### src/rtl/alu_seq_core_if.sv
// Operand/result handshake bundle for alu_seq_core.
// The master side issues operations; the slave side returns results.
interface alu_seq_core_if #(parameter int WIDTH = 8);
  logic             in_valid;
  logic             in_ready;
  logic [2:0]       op;
  logic [WIDTH-1:0] a;
  logic [WIDTH-1:0] b;
  logic             use_acc;
  logic             out_valid;
  logic             out_ready;
  logic [WIDTH-1:0] y;
  logic [WIDTH-1:0] y_hi;
  logic [3:0]       flags;

  modport master (
    output in_valid, op, a, b, use_acc, out_ready,
    input  in_ready, out_valid, y, y_hi, flags
  );

  modport slave (
    input  in_valid, op, a, b, use_acc, out_ready,
    output in_ready, out_valid, y, y_hi, flags
  );
endinterface

### src/rtl/alu_seq_core.sv
// Registered ALU with valid/ready handshakes, an accumulator, status flags and a
// WIDTH-cycle shift-add multiplier. One operation is in flight at a time.
module alu_seq_core #(
  parameter int WIDTH = 8
) (
  input logic           clk,
  input logic           rst,
  input logic           ena,
  alu_seq_core_if.slave bus
);
  localparam int SW = $clog2(WIDTH);
  localparam logic [SW-1:0] LAST = SW'(WIDTH - 1);

  typedef enum logic [1:0] {S_IDLE, S_MUL, S_DONE} state_e;
  typedef enum logic [2:0] {
    OP_ADD = 3'b000, OP_SUB = 3'b001, OP_AND = 3'b010, OP_OR  = 3'b011,
    OP_XOR = 3'b100, OP_SHL = 3'b101, OP_SHR = 3'b110, OP_MUL = 3'b111
  } op_e;

  state_e             state_q;
  logic [SW-1:0]      cnt_q;
  logic [WIDTH-1:0]   mcand_q;
  logic [2*WIDTH-1:0] prod_q;
  logic [WIDTH-1:0]   y_q, y_hi_q, acc_q;
  logic [3:0]         flags_q;
  logic               out_valid_q;

  logic               in_ready, accept;
  logic [WIDTH-1:0]   opa;
  logic [SW-1:0]      sh;
  logic [WIDTH:0]     sum, diff, shl, shr, mul_sum;
  logic [WIDTH-1:0]   alu_y_d;
  logic               alu_c, alu_v;
  logic [3:0]         alu_flags_d;
  logic [2*WIDTH-1:0] prod_d;

  // DONE only frees the slot when the consumer takes the result this cycle.
  assign in_ready = ena & ((state_q == S_IDLE) | ((state_q == S_DONE) & bus.out_ready));
  assign accept   = bus.in_valid & in_ready;

  assign opa  = bus.use_acc ? acc_q : bus.a;
  assign sh   = bus.b[SW-1:0];
  assign sum  = {1'b0, opa} + {1'b0, bus.b};
  assign diff = {1'b0, opa} - {1'b0, bus.b};
  // One spare bit on the outgoing side catches the last bit shifted out.
  assign shl  = {1'b0, opa} << sh;
  assign shr  = {opa, 1'b0} >> sh;

  always_comb begin
    alu_y_d = '0;
    alu_c   = 1'b0;
    alu_v   = 1'b0;
    case (op_e'(bus.op))
      OP_ADD: begin
        alu_y_d = sum[WIDTH-1:0];
        alu_c   = sum[WIDTH];
        alu_v   = (opa[WIDTH-1] == bus.b[WIDTH-1]) && (sum[WIDTH-1] != opa[WIDTH-1]);
      end
      OP_SUB: begin
        alu_y_d = diff[WIDTH-1:0];
        alu_c   = diff[WIDTH];
        alu_v   = (opa[WIDTH-1] != bus.b[WIDTH-1]) && (diff[WIDTH-1] != opa[WIDTH-1]);
      end
      OP_AND: alu_y_d = opa & bus.b;
      OP_OR:  alu_y_d = opa | bus.b;
      OP_XOR: alu_y_d = opa ^ bus.b;
      OP_SHL: begin
        alu_y_d = shl[WIDTH-1:0];
        alu_c   = shl[WIDTH];
      end
      OP_SHR: begin
        alu_y_d = shr[WIDTH:1];
        alu_c   = shr[0];
      end
      default: ;
    endcase
  end

  assign alu_flags_d = {alu_v, alu_y_d[WIDTH-1], alu_y_d == '0, alu_c};

  // prod_q = {partial high, remaining multiplier bits}; add then shift right.
  assign mul_sum = {1'b0, prod_q[2*WIDTH-1:WIDTH]} + (prod_q[0] ? {1'b0, mcand_q} : '0);
  assign prod_d  = {mul_sum, prod_q[WIDTH-1:1]};

  always_ff @(posedge clk) begin
    if (rst) begin
      state_q     <= S_IDLE;
      cnt_q       <= '0;
      mcand_q     <= '0;
      prod_q      <= '0;
      y_q         <= '0;
      y_hi_q      <= '0;
      acc_q       <= '0;
      flags_q     <= '0;
      out_valid_q <= 1'b0;
    end else if (ena) begin
      case (state_q)
        S_IDLE, S_DONE: begin
          if (accept) begin
            if (op_e'(bus.op) == OP_MUL) begin
              state_q     <= S_MUL;
              cnt_q       <= '0;
              mcand_q     <= opa;
              prod_q      <= {{WIDTH{1'b0}}, bus.b};
              out_valid_q <= 1'b0;
            end else begin
              state_q     <= S_DONE;
              y_q         <= alu_y_d;
              y_hi_q      <= '0;
              flags_q     <= alu_flags_d;
              acc_q       <= alu_y_d;
              out_valid_q <= 1'b1;
            end
          end else if (state_q == S_DONE && bus.out_ready) begin
            state_q     <= S_IDLE;
            out_valid_q <= 1'b0;
          end
        end
        S_MUL: begin
          prod_q <= prod_d;
          cnt_q  <= cnt_q + 1'b1;
          if (cnt_q == LAST) begin
            state_q     <= S_DONE;
            y_q         <= prod_d[WIDTH-1:0];
            y_hi_q      <= prod_d[2*WIDTH-1:WIDTH];
            flags_q     <= {1'b0, prod_d[WIDTH-1], prod_d[WIDTH-1:0] == '0,
                            prod_d[2*WIDTH-1:WIDTH] != '0};
            acc_q       <= prod_d[WIDTH-1:0];
            out_valid_q <= 1'b1;
          end
        end
        default: state_q <= S_IDLE;
      endcase
    end
  end

  assign bus.in_ready  = in_ready;
  assign bus.out_valid = out_valid_q;
  assign bus.y         = y_q;
  assign bus.y_hi      = y_hi_q;
  assign bus.flags     = flags_q;
endmodule
### src/flat_wrapper.sv
// flat-port wrapper written by rule: the top's interface ports become plain ports
module alu_seq_core_flat 
#(
  parameter int WIDTH = 8
)
  (clk, rst, ena, bus_in_valid, bus_op, bus_a, bus_b, bus_use_acc, bus_out_ready, bus_in_ready, bus_out_valid, bus_y, bus_y_hi, bus_flags);
  alu_seq_core_if #(.WIDTH(WIDTH)) bus_i ();
  input logic clk;
  input logic rst;
  input logic ena;
  input wire logic [$bits(bus_i.in_valid)-1:0] bus_in_valid;
  input wire logic [$bits(bus_i.op)-1:0] bus_op;
  input wire logic [$bits(bus_i.a)-1:0] bus_a;
  input wire logic [$bits(bus_i.b)-1:0] bus_b;
  input wire logic [$bits(bus_i.use_acc)-1:0] bus_use_acc;
  input wire logic [$bits(bus_i.out_ready)-1:0] bus_out_ready;
  output wire logic [$bits(bus_i.in_ready)-1:0] bus_in_ready;
  output wire logic [$bits(bus_i.out_valid)-1:0] bus_out_valid;
  output wire logic [$bits(bus_i.y)-1:0] bus_y;
  output wire logic [$bits(bus_i.y_hi)-1:0] bus_y_hi;
  output wire logic [$bits(bus_i.flags)-1:0] bus_flags;
  assign bus_i.in_valid = bus_in_valid;
  assign bus_i.op = bus_op;
  assign bus_i.a = bus_a;
  assign bus_i.b = bus_b;
  assign bus_i.use_acc = bus_use_acc;
  assign bus_i.out_ready = bus_out_ready;
  assign bus_in_ready = bus_i.in_ready;
  assign bus_out_valid = bus_i.out_valid;
  assign bus_y = bus_i.y;
  assign bus_y_hi = bus_i.y_hi;
  assign bus_flags = bus_i.flags;
  alu_seq_core #(.WIDTH(WIDTH)) u_core (.clk(clk), .rst(rst), .ena(ena), .bus(bus_i));
endmodule
### config.mk
export PLATFORM = sky130hd
export DESIGN_NAME = alu_seq_core_flat
export DESIGN_NICKNAME = d
export VERILOG_FILES = /design/src/rtl/alu_seq_core_if.sv /design/src/rtl/alu_seq_core.sv /design/src/flat_wrapper.sv
export SDC_FILE = /design/constraint.sdc
export NUM_CORES = 1
export LEC_CHECK = 0
export CORE_MARGIN = 2
export CORE_UTILIZATION = 45
export CTS_BUF_LIST = sky130_fd_sc_hd__clkbuf_4 sky130_fd_sc_hd__clkbuf_8
export DETAILED_ROUTE_END_ITERATION = 8
export DONT_BUFFER_PORTS = 1
export GPL_TIMING_DRIVEN = 0
export PLACE_DENSITY = 0.68
export SYNTH_ARGS = -nofsm -noshare
export SYNTH_HDL_FRONTEND = slang
export SYNTH_SLANG_ARGS = --single-unit
### constraint.sdc
create_clock -name clk -period 3.85 [get_ports clk]
set_clock_uncertainty 0.1 [all_clocks]
set_input_delay 0.5775 -clock clk [delete_from_list [all_inputs] [get_ports clk]]
set_output_delay 0.5775 -clock clk [all_outputs]
set_load 0.03 [all_outputs]
==> impl_metrics.toml, run 1 <==
[outcome]
status = "finished clean"

[clock_network]
cts_buffers = 5
postCtsSetupBuffers = 0
clk_path_buf_depth = 2
cts_tree = "built"
ctsHtreeMaxLevel = 2
cts-root-buf = "clkbuf_8"
cts.sinks = 49
path_clk_slew_ns = 0.10
clk_latency_ns = 0.31

[die]
core_region_area_um2 = 9640
die-area_um2 = 10600
die_h_um = 103
num_rows = 36
start_util_pct = 45.9
ios = 47
die_x_um = 103

[route]
dr_total_vias = 4447
drc = 0
wl_um = 14200
firstDrtPassIters = 6
first_iter_violations = 394
routedWlPerCell_um = 20.7
ant_nets = 0
avgViaCountPerCell = 6.46

[grt]
met1_usage_pct = 37.3
top_usage_layer = "met2"
overflow = 0
use_met3_pct = 4.88
grt_usage_pct = 27.2
grt_antenna_before_repair = 0
use_met2_pct = 43.0
grt_pass1_vias = 4273
grt_max_degree = 17
grt_pass1_wl_um = 22500

[place]
portBuffers = 0
pre_cts_slack_ns = -0.0726
gp_congestion = 0.986
place_inst = 680
placed_cell_area_um2 = 4590
post-dp-hpwl_um = 10900

[yosys]
ys_seq_area_share_pct = 22.2
synthesis.nets = 613
synth_area_per_cell_um2 = 8.09
ys_warn_count = 0
ys_ff_latch = 49
synth_cell_types = 71
synthCells = 547
synth_area_um2 = 4420
synth_edf_count = 0
async_reset_ff_share_pct = 0
netlist.area_leader.share_pct = 22.2
synth_area_leaders = "dfxtp_1 (22%), ha_1 (11%), nor2_1 (5.7%)"
synthFlopType = "dfxtp_1"
synth_top_area_cell = "dfxtp_1"

[critical_path]
critPathBufInv = 2
startpoint_type = "input port"
endpoint = "u_core.acc_q[6]"
reg2reg_from = "u_core.acc_q[2]"
cp.required_ns = 3.95
worst-r2r-setup-slack_ns = 0.22
crit_type = "in2reg"
end_kind = "flip-flop"
worstPathCellList = "buf_4, mux2i_2, ha_1, inv_1, fa_1, nor3b_1, o31ai_1, a21oi_1, o211ai_1, or3b_1, a222oi_1, nor2_1"
crit_fanout = 10
r2r-end = "u_core.acc_q[6]"
cp_top_family = "compound AO/OA/AOI/OAI gates"
rr_worst_depth = 10
arrival_ns = 3.74
crit_cells = 12
worst_path_max_delay_cell = "mux2i_2"
max_stage_delay_ns = 0.46
startpoint = "bus_use_acc"

[pwr]
power-per-cell-area_nw_per_um2 = 260
p_total_mw = 1.22
ir_drop_mv = 0.245
p_leak_nw = 1.89

[sta]
setup_ws_ns = 0.205
worstMarginPinSlew_ns = 0.880
drv_slew = 0
min_period_ns = 3.65
post-route-period-util_pct = 94.7
finalHoldViolCount = 0
finalSetupViolCount = 0
relSlewSlack_pct = 39.6
rsz0062_at_grt = "no"
fmax_ghz = 0.274

[finish]
mostFrequentLayoutCells = "nor2_1 (67), dfxtp_1 (48), nand2_1 (45), a21oi_1 (39), ha_1 (38)"
fillerInstances = 1007
area_delta_synth_final_pct = 6.02
fin_area_um2 = 4690
multi_input_area_um2 = 3180
nNetsFinal = 620
layout_commonest_cell = "nor2_1"
regArea_um2 = 982
finalNonFillerCells = 688
drive_above_1_share_pct = 7.93
antenna_cells = 0

[run]
maxCapViolCount = 0

[min_path]
min_path_type = "in2reg"
-- cell usage after synthesis, types with 5 or more instances --
cell type / instances
a311oi_1: 8
ha_1: 38
xnor2_1: 6
a222oi_1: 6
nor4_1: 6
a22o_1: 5
nand2b_1: 6
nor2_1: 67
nand3_1: 15
or3_1: 5
mux2i_1: 16
o211ai_1: 7
o21ai_0: 10
buf_2: 6
inv_1: 22
o31ai_1: 6
nor2b_1: 10
xor2_1: 7
clkbuf_1: 27
nand2_1: 45
dfxtp_1: 49
inv_2: 6
and2_1: 12
mux4_2: 10
a22oi_1: 16
nor3_1: 9
a211oi_1: 10
a21oi_1: 39
-- metal layers --
| metal | part of all wire [%] | wire [µm] |
|---|---|---|
| met5 | 0 | 0 |
| met3 | 10 | 1430 |
| met4 | 3.3 | 465 |
| met2 | 46 | 6590 |
| met1 | 40 | 5760 |
-- worst register-to-register path, stage by stage, from the launching register on --
cell,delay (ns)
dfxtp_1,0.72
mux2i_1,0.38
ha_1,0.38
clkbuf_1,0.27
nor3b_1,0.14
o31ai_1,0.33
a21oi_1,0.15
o211ai_1,0.18
or3b_1,0.41
a222oi_1,0.38
nor2_1,0.07
-- power breakdown --
part / total (mW) / internal, mW / leakage [nW] / switching, mW
Sequential: 0.547 / 0.518 / 0.397 / 0.0294
Combinational: 0.357 / 0.137 / 1.46 / 0.220
Clock: 0.314 / 0.128 / 0.0364 / 0.186
-- through the flow --
stage | hold WS, ns | TNS, ns | utilization (%)
2_1_floorplan | 0.336 | 0 | -
4_1_cts | 0.319 | 0 | 48.6
5_1_grt | 0.324 | 0 | 48.7
3_3_place_gp | 0.354 | -0.0669 | 47.6
6_report | 0.321 | 0 | 48.7
3_5_place_dp | 0.362 | -0.0726 | 47.6
-- area by class of cell --
| cell class | count | area share, % |
|---|---|---|
| Clock inverter | 3 | 0.480 |
| Inverter | 28 | 2.24 |
| Multi-Input combinational cell | 432 | 67.8 |
| Clock buffer | 5 | 1.47 |
| Tap cell | 133 | 3.55 |
| Sequential cell | 49 | 20.9 |
| Buffer | 38 | 3.52 |
-- what timing repair did --
action                                  in CTS  in global routing
hold buffers                                 0                  0
resized for setup                            0                  3
endpoints found under the setup margin       0                  1
-- cells by family (layout without fill, tap and decap cells) --
logic type | count (synthesis) | after routing | share of synthesized area [%]
AND/OR/NAND/NOR | 201 | 201 | 22.5
adder cells (fa/ha/maj) | 41 | 41 | 12.1
multiplexers | 31 | 31 | 11.1
flip-flops | 49 | 49 | 22.2
AO/OA/AOI/OAI | 146 | 146 | 23.5
buffers and inverters | 66 | 74 | 6.11
XOR/XNOR | 13 | 13 | 2.57
-- registers in the layout, indices dropped and copies added, names as in the netlist --
name and flops:
u_core.bus.flags 4, u_core.cnt_q 3, u_core.mcand_q 8, u_core.bus.y_hi 8, u_core.prod_q 16, u_core.bus.out_valid 1
u_core.state_q 2, u_core.acc_q 7
-- worst min path at each step --
stage                            startpoint           endpoint  slack [ns]  cells past startpoint
after CTS                          bus_b[7]   u_core.prod_q[7]        0.32                      2
after floorplan           u_core.prod_q[14]  u_core.prod_q[14]        0.34                      2
final                              bus_b[4]   u_core.prod_q[4]        0.32                      2
after global routing               bus_b[7]   u_core.prod_q[7]        0.32                      2
after detailed placement  u_core.prod_q[14]  u_core.prod_q[14]        0.36                      2
after global placement    u_core.prod_q[14]  u_core.prod_q[14]        0.35                      2
No activity file was read; power rests on OpenSTA's default activity.
==> inputs of run 2 (changes only) <==
Settings changed: CAP_MARGIN from default to 20, TNS_END_PERCENT from default to 50.
==> results of run 2 <==
Final layout, timing and power as in run 1 (identical DEF).
==> inputs of run 3 (changes only) <==
Settings changed: ABC_AREA from default to 1.
==> run 3 against run 2 <==
Net effect: flip-flop and latch count stayed put; final area is 0.45% lower; critical path type is now reg2reg; register-to-register slack better by 0.44 ns; critical endpoint is now u_core.bus.flags[1]; maximum frequency is 14% higher; via count is 6.4% higher; sequential share of layout area is 0.069 points higher; sequential power hardly changed; critical path depth is 2 higher; power is 0.48% lower.
==> impl_metrics.toml, run 3 <==
[outcome]
status = "finished clean"

[yosys]
synth_area_um2 = 4410
synth_cell_types = 38
ys_ff_latch = 49
synthTopCellsByCount = "nand2_1 (205), nand3_1 (103), inv_1 (87)"
async_reset_ff_share_pct = 0
synthesis.nets = 801
synthFlopType = "dfxtp_1"
ys_warn_count = 0
synth_area_per_cell_um2 = 6.00
ys_seq_area_share_pct = 22.2
synth_area_leaders = "dfxtp_1 (22%), nand2_1 (17%), nand3_1 (12%)"
synthCells = 735
yosysMostFrequentCell = "nand2_1"
synth_top_area_cell = "dfxtp_1"
synth_edf_count = 0
netlist.area_leader.share_pct = 22.2

[finish]
area_delta_synth_final_pct = 5.81
fillerInstances = 1078
drive_above_1_share_pct = 4.98
mostFrequentLayoutCells = "nand2_1 (205), nand3_1 (103), inv_1 (87), nor2_1 (75), dfxtp_1 (49)"
top_register = "u_core.prod_q"
antenna_cells = 0
finalNonFillerCells = 876
layout_commonest_cell = "nand2_1"
largest_reg_flops = 16
fin_area_um2 = 4670
nNetsFinal = 808

[clock_network]
clk_latency_ns = 0.31
cts_buffers = 5
cts_tree = "built"
post_cts_resized = 0
postCtsSetupBuffers = 0
cts-root-buf = "clkbuf_8"
ctsHtreeMaxLevel = 2
cts_hold_buf = 0
cts.sinks = 49
clk_path_buf_depth = 2
path_clk_slew_ns = 0.10

[grt]
grt_pass1_vias = 4346
grt_antenna_before_repair = 0
grt_usage_pct = 26.5
overflow = 0
grt_max_degree = 17
grt_pass1_wl_um = 21700

[route]
firstDrtPassIters = 5
avgViaCountPerCell = 5.40
ant_nets = 0
wl_um = 13700
drc = 0
first_iter_violations = 339
routedWlPerCell_um = 15.7
dr_total_vias = 4732

[place]
post-dp-hpwl_um = 11300
gp_congestion = 0.962
placed_cell_area_um2 = 4580
portBuffers = 0
place_inst = 868

[critical_path]
end_kind = "flip-flop"
crit_fanout = 9
cp.required_ns = 4.00
crit_type = "reg2reg"
startpoint_type = "flip-flop"
arrival_ns = 3.34

[sta]
finalSetupViolCount = 0
rsz0062_at_grt = "no"
worstMarginPinSlew_ns = 0.900
min_period_ns = 3.19
finalHoldViolCount = 0
post-route-period-util_pct = 82.9
tns_ns = 0
drv_slew = 0
fmax_ghz = 0.313
relSlewSlack_pct = 39.4
whs_ns = 0.298

[die]
core_region_area_um2 = 9640
num_rows = 36
die_h_um = 103
die_x_um = 103
start_util_pct = 45.8
die-area_um2 = 10600
ios = 47

[run]
maxCapViolCount = 0

[pwr]
p_leak_nw = 2.31
ir_drop_mv = 0.170
power-per-cell-area_nw_per_um2 = 260

[min_path]
min_path_type = "in2reg"
## run 3: cell types whose count changed in the layout (fill, tap and decap cells not counted), moves of 13 or more
| cell | change |
|---|---|
| a22oi_1 | -16 |
| clkbuf_1 | -14 |
| nand3_1 | +88 |
| inv_1 | +65 |
| mux2i_1 | -14 |
| o21ai_0 | +22 |
| nand4_1 | +13 |
| nand2_1 | +160 |
## run 3: through the flow
stage / setup slack, ns / utilization, % / total power [mW]
after floorplan: 1.17 / - / 0.818
after global placement: 0.501 / 47.5 / 0.903
after detailed placement: 0.479 / 47.5 / 0.906
after CTS: 0.725 / 48.4 / 1.21
after global routing: 0.442 / 48.4 / 1.28
final: 0.660 / 48.4 / 1.21
## run 3: path summary, 6_finish.rpt
kind	from	end	slack, ns	depth (start not counted)
hold reg to reg	u_core.cnt_q[1]	u_core.cnt_q[1]	0.37	2
hold / removal	ena	u_core.prod_q[15]	0.30	2
setup reg to reg	u_core.acc_q[3]	u_core.bus.flags[1]	0.66	14
setup / recovery	u_core.acc_q[3]	u_core.bus.flags[1]	0.66	14
## run 3: power breakdown
part           switching, mW  internal (mW)  leakage (nW)  total [mW]
combinational          0.243          0.110          1.86       0.353
sequential            0.0280          0.521         0.397       0.549
clock                  0.181          0.129        0.0445       0.311
total                  0.452          0.760          2.31        1.21
## run 3: critical path, stage by stage (launching register included)
cell	delay, ns
dfxtp_1	0.59
nand2_1	0.08
o21ai_0	0.26
inv_1	0.20
ha_1	0.32
clkbuf_1	0.31
nand2_1	0.15
o21ai_0	0.26
and2_1	0.17
nor2_1	0.04
nor2_1	0.18
nand3_1	0.13
nor2_1	0.11
nand3_1	0.10
a21oi_1	0.12
## run 3: cells by family (layout without fill, tap and decap cells)
group / count (synthesis) / in the layout / share of synthesized area [%]
AO/OA/AOI/OAI: 106 / 106 / 13.2
XOR/XNOR: 6 / 6 / 1.19
adder cells (fa/ha/maj): 41 / 41 / 12.1
buffers and inverters: 119 / 127 / 11.1
flip-flops: 49 / 49 / 22.2
AND/OR/NAND/NOR: 414 / 414 / 40.1
## run 3: layout make-up
type / instances / area [µm²] / share of cell area [%]
buffer: 25 / 133 / 2.84
tap: 133 / 166 / 3.56
inverter: 94 / 355 / 7.61
multi-input combinational: 567 / 2940 / 63.0
clock buffer: 5 / 68.8 / 1.47
clock inverter: 3 / 21.3 / 0.456
sequential: 49 / 981 / 21.0
## run 3: per-layer routing
| layer | wire length (µm) | track usage [%] | up-vias |
|---|---|---|---|
| met2 | 6580 | 44.7 | 134 |
| li1 | - | - | 2418 |
| met3 | 659 | 3.46 | 31 |
| met4 | 607 | 12.1 | 0 |
| met1 | 5900 | 33.7 | 2149 |
| met5 | 0 | 0 | - |
